**src/rtl/seq_divider.sv**
```systemverilog
// seq_divider: multi-cycle radix-2 restoring divider with valid/ready handshakes
// on both the operand and result sides.
// Default build divides unsigned operands; defining SEQ_DIVIDER_SIGNED_EN
// switches to two's-complement operands with truncation toward zero.
// A zero divisor bypasses the iteration and reports quotient = all ones,
// remainder = dividend and div_by_zero = 1.
module seq_divider #(
    parameter int WIDTH = 8
) (
    input  logic             clk,
    input  logic             rst,
    input  logic             in_valid,
    output logic             in_ready,
    input  logic [WIDTH-1:0] dividend,
    input  logic [WIDTH-1:0] divisor,
    output logic             out_valid,
    input  logic             out_ready,
    output logic [WIDTH-1:0] quotient,
    output logic [WIDTH-1:0] remainder,
    output logic             div_by_zero
);

    // Counter must be able to hold WIDTH itself: CALC exits once it sees WIDTH.
    localparam int CW = $clog2(WIDTH + 1);

    typedef enum logic [1:0] {
        IDLE,
        CALC,
        FIX,
        DONE
    } state_t;

    state_t           state;
    logic [WIDTH-1:0] acc;       // dividend magnitude shifts out, quotient bits shift in
    logic [WIDTH-1:0] part_rem;  // partial remainder
    logic [WIDTH-1:0] dvs;       // divisor magnitude
    logic [CW-1:0]    iter;      // completed iterations
    logic             neg_q;     // quotient must be negated in FIX
    logic             neg_r;     // remainder must be negated in FIX

    logic             dividend_neg;
    logic             divisor_neg;
    logic [WIDTH-1:0] dividend_mag;
    logic [WIDTH-1:0] divisor_mag;
    logic [WIDTH:0]   shifted;
    logic [WIDTH:0]   trial;

    assign in_ready  = (state == IDLE);
    assign out_valid = (state == DONE);

    // Operand magnitudes and signs; the unsigned build ties the signs low so the
    // FIX correction degenerates to a plain copy.
    // NOTE: every always_comb output gets a value on every path, so no latch is inferred.
    always_comb begin
`ifdef SEQ_DIVIDER_SIGNED_EN
        dividend_neg = dividend[WIDTH-1];
        divisor_neg  = divisor[WIDTH-1];
        // -MIN wraps back to MIN, which read unsigned is exactly |MIN|.
        dividend_mag = dividend_neg ? -dividend : dividend;
        divisor_mag  = divisor_neg  ? -divisor  : divisor;
`else
        dividend_neg = 1'b0;
        divisor_neg  = 1'b0;
        dividend_mag = dividend;
        divisor_mag  = divisor;
`endif
    end

    // One restoring step: shift the next dividend bit into the partial remainder
    // and trial-subtract the divisor. part_rem < dvs keeps shifted below
    // 2*dvs, so the MSB of trial is a clean borrow flag.
    always_comb begin
        shifted = {part_rem, acc[WIDTH-1]};
        trial   = shifted - {1'b0, dvs};
    end

    // Control FSM and datapath registers.
    // NOTE: sequential state uses non-blocking assignments so every register
    // samples pre-edge values regardless of statement order.
    always_ff @(posedge clk) begin
        if (rst) begin
            state       <= IDLE;
            acc         <= '0;
            part_rem    <= '0;
            dvs         <= '0;
            iter        <= '0;
            neg_q       <= 1'b0;
            neg_r       <= 1'b0;
            quotient    <= '0;
            remainder   <= '0;
            div_by_zero <= 1'b0;
        end else begin
            case (state)
                IDLE: begin
                    if (in_valid) begin
                        if (divisor == '0) begin
                            quotient    <= '1;
                            remainder   <= dividend;
                            div_by_zero <= 1'b1;
                            state       <= DONE;
                        end else begin
                            acc      <= dividend_mag;
                            dvs      <= divisor_mag;
                            part_rem <= '0;
                            iter     <= '0;
                            neg_q    <= dividend_neg ^ divisor_neg;
                            neg_r    <= dividend_neg;
                            state    <= CALC;
                        end
                    end
                end
                CALC: begin
                    if (iter == CW'(WIDTH)) begin
                        state <= FIX;
                    end else begin
                        if (!trial[WIDTH]) begin
                            part_rem <= trial[WIDTH-1:0];
                            acc      <= {acc[WIDTH-2:0], 1'b1};
                        end else begin
                            part_rem <= shifted[WIDTH-1:0];
                            acc      <= {acc[WIDTH-2:0], 1'b0};
                        end
                        iter <= iter + CW'(1);
                    end
                end
                FIX: begin
                    quotient    <= neg_q ? -acc : acc;
                    remainder   <= neg_r ? -part_rem : part_rem;
                    div_by_zero <= 1'b0;
                    state       <= DONE;
                end
                DONE: begin
                    if (out_ready) begin
                        state <= IDLE;
                    end
                end
                default: state <= IDLE;
            endcase
        end
    end

endmodule

```
**config.mk**
```make
export PLATFORM = sky130hd
export DESIGN_NAME = seq_divider
export DESIGN_NICKNAME = d
export VERILOG_FILES = /design/src/rtl/seq_divider.sv
export SDC_FILE = /design/constraint.sdc
export NUM_CORES = 1
export LEC_CHECK = 0
export BUFFER_PORTS_ARGS = -buffer_cell sky130_fd_sc_hd__buf_4
export CAP_MARGIN = 20
export CORE_MARGIN = 2
export CORE_UTILIZATION = 40
export CTS_BUF_LIST = sky130_fd_sc_hd__clkbuf_2
export DETAILED_ROUTE_END_ITERATION = 8
export GPL_ROUTABILITY_DRIVEN = 1
export GPL_TIMING_DRIVEN = 0
export RECOVER_POWER = 50
export SLEW_MARGIN = 20
export SYNTH_ARGS = -nofsm -noshare
export SYNTH_HDL_FRONTEND = slang
export SYNTH_SLANG_ARGS = --single-unit
```
**constraint.sdc**
```tcl
create_clock -name clk -period 2.6 [get_ports clk]
set_clock_uncertainty 0.05 [all_clocks]
set_input_delay 0.13 -clock clk [delete_from_list [all_inputs] [get_ports clk]]
set_output_delay 0.13 -clock clk [all_outputs]
set_load 0.02 [all_outputs]
```
Yosys cells after proc, flatten, opt, wreduce, memory -nomap -nowiden
Index checks and enable logic that the tools add are counted.

word-level totals
  output and inout bits = 19
  logic and storage cells = 57
  register bits = 47
  input port bits = 20

operators by class
  bitwise gates (word level) = 1
  equality and inequality tests = 10
  add/sub/neg operators = 2
  reduce and logical (&&, ||, !) cells = 8
  muxes and demuxes = 28

operators by type and width
  cell                                                    number
  2-to-1 mux 8 bit                                        11
  case mux 8 bit (2 select lines)                         4
  2-to-1 mux 4 bit                                        3
  AND reduction 3 bit                                     3
  subtractor 9 x 8 -> 9 bit                               1
  zero test 8 bit                                         1
  2-to-1 mux 2 bit                                        4
  inequality test 2 bit (second input constant)           4
  case mux 2 bit (4 select lines)                         1
  case mux 4 bit (2 select lines)                         1
  adder 4 x 1 -> 4 bit (second input constant)            1
  equality test 2 bit (second input constant)             2
  equality test 4 bit (second input constant)             1
  inequality test 2 x 1 -> 1 bit (second input constant)  2
  AND reduction 4 bit                                     1
  nonzero test 2 bit                                      2
  2-to-1 mux 1 bit                                        3
  equality test 2 x 1 -> 1 bit (second input constant)    1
  zero test 2 bit                                         1
  case mux 1 bit (2 select lines)                         1
  NOT 1 bit                                               1

Logic depth before layout (Yosys ltp)
Gate-level depths: netlist (run 1).

  word-level depth = 4
  mapped depth = 9

Worst setup path before layout (run 1)
No wires, ideal clock.

  path kind = register to register
  start = register acc[7]
  end = register part_rem[2]
  data required time = 2.419 ns
  cell stages (with the launch flop) = 10
  clock period less this slack = 2.185 ns
  data arrival time = 2.004 ns
  library setup time = 0.131 ns
  path slack = 0.415 ns
  path through = dfxtp_1 -> inv_1 -> ha_1 -> inv_1 -> fa_1 -> a211oi_1 -> nor3_1 -> mux2_1 -> a21oi_1 -> o32ai_1

on the way
  longest elaborated chain between the ends = 4

ends and longest elaborated chain
  element                          line  source
  start: declaration               34    logic [WIDTH-1:0] acc;
  start signal: assignment         102   acc <= dividend_mag;
  start signal: assignment         118   acc <= {acc[WIDTH-2:0], 1'b1};
  start signal: assignment         121   acc <= {acc[WIDTH-2:0], 1'b0};
  subtractor 9 x 8 -> 9 bit        74    trial = shifted - {1'b0, dvs};
  2-to-1 mux 8 bit                 116   if (!trial[WIDTH]) begin
  2-to-1 mux 8 bit                 113   if (iter == CW'(WIDTH)) begin
  case mux 8 bit (2 select lines)  93    case (state)
  end signal: assignment           117   part_rem <= trial[WIDTH-1:0];
  end signal: assignment           120   part_rem <= shifted[WIDTH-1:0];
  end: declaration                 35    logic [WIDTH-1:0] part_rem;

Every way passes these cells. The select of a mux whose other input is x is not followed.
A chain may end at the register's enable or synchronous reset.

Final worst setup path (run 1)
  start = register acc[7]
  end = register part_rem[0]

on the way
  longest elaborated chain between the ends = 4

ends and longest elaborated chain
  element                            line
  subtractor 9 x 8 -> 9 bit          74
  2-to-1 mux 8 bit *                 116
  2-to-1 mux 8 bit *                 113
  case mux 8 bit (2 select lines) *  93

Mark *: on every way between the ends. The rest lies on a longest branch, timed or not. The select of a mux whose other input is x is not followed.

==> results.cfg, run 1 <==
[run_status]
status = finished, final reports clean

[logic_synthesis]
ys.flop_type = dfxtp_1
synth_nets = 331
yosys_warnings = 0
netlist.area_leader.share_pct = 35.9
ys_types = 50
synthTopCellsByCount = dfxtp_1, inv_1, nor2_1, a21oi_1, nand2_1
synth_edf_count = 0
yosysTopAreaCell = dfxtp_1
synth-async-reset-ratio_pct = 0
synth.area.top_cells = dfxtp_1, ha_1, inv_1, nor2_1, a211oi_2
yosysSeqAreaShare_pct = 35.9
synth_area_um2 = 2620
synth-seq-cells = 47
netlist_instances = 296
synth_most_common_cell = dfxtp_1
avgSynthCellArea_um2 = 8.85

[cts]
cts_sinks = 47
cts_buffers = 5
clockBufferDepth = 2
htree_levels = 2
cts_tree = built
clk_latency_ns = 0.45
clk_pin_slew_worst_paths_ns = 0.28
root_buffer = clkbuf_2

[hold_path]
min_path_type = in2reg

[die]
std_cell_rows = 29
core-area_um2 = 6350
io_pins = 39
fp.dieW_um = 84.9
start_util_pct = 41.2
dieArea_um2 = 7210
die_y_um = 84.9

[power]
swShare_pct = 48.4
p_switching_mw = 1.62
power_density_nw_per_um2 = 1060
p_clk_share_pct = 9.9
ir_drop_v = 0.000682
pwr-share-comb_pct = 59.2
p_leak_nw = 1.13
p_seq_share_pct = 30.8
p_total_mw = 3.34
p_int_mw = 1.72

[layout]
utilization_pct = 49.8
final_cell_area_um2 = 3160
drive_gt1_share_pct = 16.1
nFillCells = 616
regArea_um2 = 941
antennaDiodeCount = 0
multi_input_area_um2 = 1450
fin_nets = 395
fin_cells = 438
area_growth_pct = 20.8

[timing]
finalCritPeriodShare_pct = 95.6
worst_slack_ns = 0.114
finalSetupViolations = 0
fmax_ghz = 0.402
slew_violations = 0
whs_ns = 0.140
relSlewSlack_pct = 52.4
layout_min_cycle_time_ns = 2.49
hold_viol = 0
worst_pin_slew_ns = 0.710
tns_ns = 0

[worst_setup_path]
r2r-start = acc[7]
r2r_end = part_rem[0]
crit_start = acc[7]
crit_end = part_rem[0]
path_class = reg2reg
r2r_slack_ns = 0.11
cp.arrival_ns = 2.78
critPathMaxFanout = 7
critPathCaptureType = flop
crit_path_start_kind = flop
rr_worst_depth = 9
cp_data_required_time_ns = 2.90

[route]
drc = 0
vias_per_cell = 5.45
first_iter_violations = 246
antenna_left = 0
wl_per_cell_um = 15.3
drt-pass1-iter-count = 4
drt-total-wl_um = 6720
num_vias = 2387

[grt]
first_global_vias = 2345
grt_antenna_before_repair = 0
grt_pass1_wl_um = 11400
grt_start_max_net_pins = 17
grt_util_all_layers_pct = 19.4
grt_remaining_overflow = 0

[placement]
place_congestion = 0.775
dpl_cell_area_um2 = 3000
dp_cells = 411
hpwl_um = 4880
pre_cts_ws_ns = 0.0310
portBuffers = 38

[job]
drv.max_cap_violation_count = 0
==> registers in the layout (all words and copies together), names as in the netlist <==
register and cells:
acc 8, dvs 8, part_rem 8, quotient 8, remainder 8, iter 4
state 2, div_by_zero 1
==> power by group through the flow <==
stage	Clock, mW	Combinational [mW]	Sequential [mW]
floorplan	0	1.38	1.09
global placement	0	1.93	1.05
detailed placement	0	1.95	1.05
CTS	0.338	2.00	1.03
global route	0.374	2.19	1.06
finish	0.331	1.98	1.03
==> critical path: stages (launching register included) <==
cell and delay [ns]:
dfxtp_1 0.39, inv_1 0.10, ha_1 0.18, inv_1 0.05, fa_1 0.44, a211oi_2 0.31
nor3_1 0.13, mux2i_1 0.26, nor2_2 0.14, o311ai_0 0.31
==> cell usage in the layout (no fill, tap or decap), types with 9 or more instances in the layout <==
| master | synthesis | layout |
|---|---|---|
| a211oi_2 | 8 | 9 |
| a21oi_1 | 18 | 17 |
| buf_4 | 2 | 22 |
| clkbuf_1 | 8 | 27 |
| dfxtp_1 | 47 | 47 |
| dlygate4sd3_1 | 0 | 18 |
| ha_1 | 14 | 14 |
| inv_1 | 35 | 35 |
| mux2i_1 | 10 | 10 |
| nand2_1 | 15 | 15 |
| nand3_1 | 12 | 12 |
| nor2_1 | 31 | 31 |
| o21ai_0 | 9 | 9 |
==> how the worst min path moves through the flow <==
| stage | slack (ns) | to | depth (start not counted) | start |
|---|---|---|---|---|
| 2_1_floorplan | 0.23 | acc[7] | 2 | dividend[7] |
| 3_5_place_dp | 0.35 | acc[7] | 3 | dividend[7] |
| 6_report | 0.14 | quotient[2] | 5 | in_valid |
| 3_3_place_gp | 0.34 | acc[7] | 3 | dividend[7] |
| 5_1_grt | 0.14 | quotient[2] | 5 | in_valid |
| 4_1_cts | 0.001 | state[0] | 3 | out_ready |
==> area by class of cell <==
class                           instances  share of cell area [%]
Inverter                               35                    4.15
Buffer                                 16                    2.93
Multi-Input combinational cell        198                    45.9
Sequential cell                        47                    29.7
Timing Repair Buffer                   57                    12.7
Tap cell                               77                    3.04
Clock buffer                            5                   0.791
Clock inverter                          3                   0.712
==> kinds of logic (layout without fill, tap and decap cells) <==
family / Yosys count / in the layout / share of synthesized area [%]
AND/OR/NAND/NOR: 89 / 89 / 16.6
AO/OA/AOI/OAI: 81 / 81 / 26.4
buffers and inverters: 51 / 116 / 8.55
flip-flops: 47 / 47 / 35.9
adder cells (fa/ha/maj): 15 / 15 / 7.45
multiplexers: 12 / 12 / 4.68
XOR/XNOR: 1 / 1 / 0.335
==> metal layers <==
layer	global-route usage, %	part of all wire [%]	up-vias
met1	26.7	46	1106
met2	32.1	48	69
met4	4.04	0.76	0
li1	-	-	1206
met3	3.50	5.4	6
met5	0	0	-
==> timing repair <==
| item | CTS | global route |
|---|---|---|
| setup endpoints to repair | 7 | 13 |
| setup buffers | 0 | 1 |
| hold endpoints to repair | 22 | 2 |
| hold buffers | 17 | 1 |
| resized for setup | 1 | 3 |
Note: power is estimated with default switching activity, not from simulation.
==> run 2: changes to the inputs <==
MAX_ROUTING_LAYER = met4   (was unset)
==> run 2 against run 1 <==
Compared with the run above: register-to-register slack about the same; design area unchanged; via count fell by 0.59%; sequential share of layout area unchanged; critical endpoint unchanged.
==> results.cfg, run 2 (synthesis gave the netlist of run 1 again) <==
[route]
antenna_left = 0
drt-total-wl_um = 6740
wl_per_cell_um = 15.4
vias_per_cell = 5.42
drc = 0
drt-pass1-iter-count = 4
num_vias = 2373
first_iter_violations = 245

[worst_setup_path]
crit_path_start_kind = flop
critPathCaptureType = flop
critPathMaxFanout = 7
cp_data_required_time_ns = 2.90
path_class = reg2reg
cp.arrival_ns = 2.79

[cts]
htree_levels = 2
cts_tree = built
clk_latency_ns = 0.45
cts_sinks = 47
clk_pin_slew_worst_paths_ns = 0.28
cts_buffers = 5
clockBufferDepth = 2
root_buffer = clkbuf_2

[die]
die_y_um = 84.9
dieArea_um2 = 7210
std_cell_rows = 29
core-area_um2 = 6350
start_util_pct = 41.2
fp.dieW_um = 84.9
io_pins = 39

[layout]
antennaDiodeCount = 0
fin_nets = 395
nFillCells = 616
final_common_cell = dfxtp_1
drive_gt1_share_pct = 16.1
final_cell_mix = dfxtp_1, inv_1, nor2_1
area_growth_pct = 20.8
multi_input_area_um2 = 1450
regArea_um2 = 941

[power]
ir_drop_v = 0.000682
p_total_mw = 3.34
power_density_nw_per_um2 = 1060
p_leak_nw = 1.13

[timing]
whs_ns = 0.143
tns_ns = 0
finalCritPeriodShare_pct = 96.1
layout_min_cycle_time_ns = 2.50
fmax_ghz = 0.400
worst_pin_slew_ns = 0.719
finalSetupViolations = 0
slew_violations = 0
hold_viol = 0
relSlewSlack_pct = 52.1

[job]
drv.max_cap_violation_count = 0

[placement]
hpwl_um = 4880
portBuffers = 38
place_congestion = 0.786

[grt]
grt_start_max_net_pins = 17
grt_remaining_overflow = 0
grt_util_all_layers_pct = 20.0
grt_antenna_before_repair = 0
first_global_vias = 2342
grt_pass1_wl_um = 11400

[run_status]
status = finished, final reports clean

[hold_path]
min_path_type = in2reg
[run 2: cell counts in the layout (fill, tap and decap cells not counted)]
Identical to the previous run, type by type.
[run 2: worst paths after layout]
check | cells after the start | to | from | slack, ns
min reg2reg | 2 | dvs[1] | dvs[1] | 0.42
max | 9 | part_rem[0] | acc[7] | 0.10
max reg2reg | 9 | part_rem[0] | acc[7] | 0.10
min | 5 | quotient[2] | in_valid | 0.14
[run 2: cell type report]
type,count,share of cell area [%]
Inverter,35,4.15
Tap cell,77,3.04
Multi-Input combinational cell,198,45.9
Buffer,16,2.93
Sequential cell,47,29.7
Timing Repair Buffer,57,12.7
Clock buffer,5,0.791
Clock inverter,3,0.712
[run 2: power by group]
part / leakage [nW] / switching [mW] / internal (mW)
Sequential: 0.382 / 0.134 / 0.896
Clock: 0.0333 / 0.261 / 0.0708
Combinational: 0.710 / 1.22 / 0.757
[run 2: metal layers]
layer	global-route usage [%]	up-vias	part of all wire, %
li1	-	1205	-
met4	4.04	0	0.76
met3	3.31	6	4.5
met1	26.8	1103	47
met2	32.1	59	48
met5	-	-	0
[run 2: per-stage QoR]
| stage | setup WS (ns) | cell area [µm²] | util (%) | instances |
|---|---|---|---|---|
| 5_1_grt | -0.0279 | 3160 | 49.8 | 438 |
| 6_report | 0.102 | 3160 | 49.8 | 438 |
| 3_5_place_dp | 0.0310 | 3000 | 47.3 | 411 |
| 4_1_cts | 0.00797 | 3220 | 50.7 | 436 |
| 2_1_floorplan | 0.415 | 2620 | - | 296 |
| 3_3_place_gp | 0.0403 | 3000 | 47.3 | 411 |
[run 2: worst max-delay path, cell delays in order (launching register included)]
cell,delay (ns)
dfxtp_1,0.39
inv_1,0.11
ha_1,0.18
inv_1,0.05
fa_1,0.44
a211oi_2,0.31
nor3_1,0.13
mux2i_1,0.27
nor2_2,0.14
o311ai_0,0.31
[run 2: what timing repair did]
item,4_1_cts,5_1_grt
gates resized for setup,1,3
pin swaps,0,0
setup buffers,0,1
endpoints found under the setup margin,7,13
hold endpoints to repair,22,2
gates cloned,0,0
hold buffers,17,1
==> run 3: changes to the inputs <==
ABC_AREA = 1   (was unset)
==> run 3 against run 2 <==
Compared with the run above: combinational power is 30% higher; critical endpoint is now acc[0]; flip-flop and latch count is the same; global-route usage is essentially flat; first-iteration DRC count shrank 46%; setup slack better by 0.20 ns; non-clock buffer count down 3; design area up 0.47%; clock-buffer cell count unchanged; sequential share of layout area is 0.14 points lower.
==> results.cfg, run 3 <==
[layout]
final_cell_area_um2 = 3180
fin_cells = 521
fin_nets = 478
area_growth_pct = 18.2
utilization_pct = 49.5
final_cell_mix = nand2_1, inv_1, dfxtp_1
antennaDiodeCount = 0
drive_gt1_share_pct = 14.0
final_common_cell = nand2_1

[route]
num_vias = 2549
drt-pass1-iter-count = 4
drc = 0
wl_per_cell_um = 13.2
drt-total-wl_um = 6890
antenna_left = 0
vias_per_cell = 4.89
first_iter_violations = 132

[worst_setup_path]
critPathCaptureType = flop
crit_path_start_kind = flop
r2r_end = acc[0]
cp.arrival_ns = 2.60
cp_data_required_time_ns = 2.90
path_class = reg2reg
r2r-start = state[0]
r2r_slack_ns = 0.30
critPathMaxFanout = 10
rr_worst_depth = 10

[timing]
whs_ns = 0.0519
hold_viol = 0
worst_pin_slew_ns = 0.655
tns_ns = 0
relSlewSlack_pct = 56.3
rsz0062_at_grt = false
finalCritPeriodShare_pct = 88.3
worst_slack_ns = 0.303
slew_violations = 0
fmax_ghz = 0.435
layout_min_cycle_time_ns = 2.30
finalSetupViolations = 0

[logic_synthesis]
netlist_instances = 381
ys.flop_type = dfxtp_1
synthTopCellsByCount = nand2_1, inv_1, dfxtp_1, a21oi_1, nor2_1
netlist.area_leader.share_pct = 35.0
synth-seq-cells = 47
avgSynthCellArea_um2 = 7.06
synth_nets = 416
yosysTopAreaCell = dfxtp_1
ys_types = 35
synth-async-reset-ratio_pct = 0
yosysSeqAreaShare_pct = 35.0
synth_most_common_cell = nand2_1
synth.area.top_cells = dfxtp_1, nand2_1, inv_1, ha_1, a21oi_1
synth_area_um2 = 2690
yosys_warnings = 0
synth_edf_count = 0

[grt]
first_global_vias = 2424
grt_antenna_before_repair = 0
grt_util_all_layers_pct = 20.0
grt_pass1_wl_um = 11400
grt_remaining_overflow = 0
grt_start_max_net_pins = 16

[job]
drv.max_cap_violation_count = 0

[cts]
cts_tree = built
clk_latency_ns = 0.42
cts_sinks = 47
clk_pin_slew_worst_paths_ns = 0.23
root_buffer = clkbuf_2
cts_resized = 0
cts_buffers = 5
holdBufCountCts = 17
clockBufferDepth = 2
postCtsSetupRepairBufs = 0
htree_levels = 2

[hold_path]
min_path_type = in2reg
hold_depth = 6
worstHoldStart = out_ready
holdPathEnd = state[1]

[power]
p_total_mw = 4.08
power_density_nw_per_um2 = 1280
ir_drop_v = 0.000504
p_leak_nw = 1.41

[die]
fp.dieW_um = 86.0
std_cell_rows = 29
core-area_um2 = 6420
die_y_um = 86.0
start_util_pct = 41.9
io_pins = 39
dieArea_um2 = 7390

[placement]
portBuffers = 38
dpl_cell_area_um2 = 3070
pre_cts_ws_ns = 0.370
dp_cells = 496
place_congestion = 0.781
hpwl_um = 5270

[run_status]
status = finished, final reports clean
run 3: per-layer routing:
layer | global-route usage (%) | routed length [µm]
met1 | 25.9 | 3340
met2 | 32.6 | 3190
met3 | 3.18 | 283
met4 | 4.91 | 78
met5 | - | 0
run 3: layout make-up:
type / count / area [µm²]
Clock inverter: 3 / 20.0
Clock buffer: 5 / 25.0
Fill cell: 670 / 3240
Inverter: 54 / 204
Multi-Input combinational cell: 265 / 1420
Timing Repair Buffer: 55 / 384
Tap cell: 77 / 96.3
Sequential cell: 47 / 941
Buffer: 15 / 85.1
run 3: how the worst max path moves through the flow:
stage	start	end
after floorplan	acc[7]	part_rem[7]
after global placement	acc[7]	part_rem[7]
after detailed placement	acc[7]	part_rem[7]
after CTS	acc[7]	part_rem[7]
after global routing	state[0]	dvs[6]
final	state[0]	acc[0]
run 3: kinds of logic after synthesis:
family / Yosys count / synth area share, %
compound gates: 78 / 17.5
xor+xnor: 5 / 1.63
fa+ha+maj: 15 / 7.26
buf+inv: 69 / 11.8
flops: 47 / 35.0
simple gates: 167 / 26.8
run 3: where the power goes:
| group | internal (mW) | leakage [nW] | switching [mW] |
|---|---|---|---|
| registers | 0.992 | 0.385 | 0.194 |
| clock network | 0.0650 | 0.0266 | 0.256 |
| logic | 0.889 | 1.00 | 1.69 |
| total | 1.95 | 1.41 | 2.14 |
run 3: worst max-delay path, cell delays in order (launching register included):
cell	delay, ns
dfxtp_1	0.44
inv_1	0.08
ha_1	0.31
inv_1	0.21
nor2_4	0.04
a21oi_1	0.19
a21o_1	0.11
clkbuf_1	0.42
buf_12	0.22
nand2_2	0.05
a31oi_1	0.12
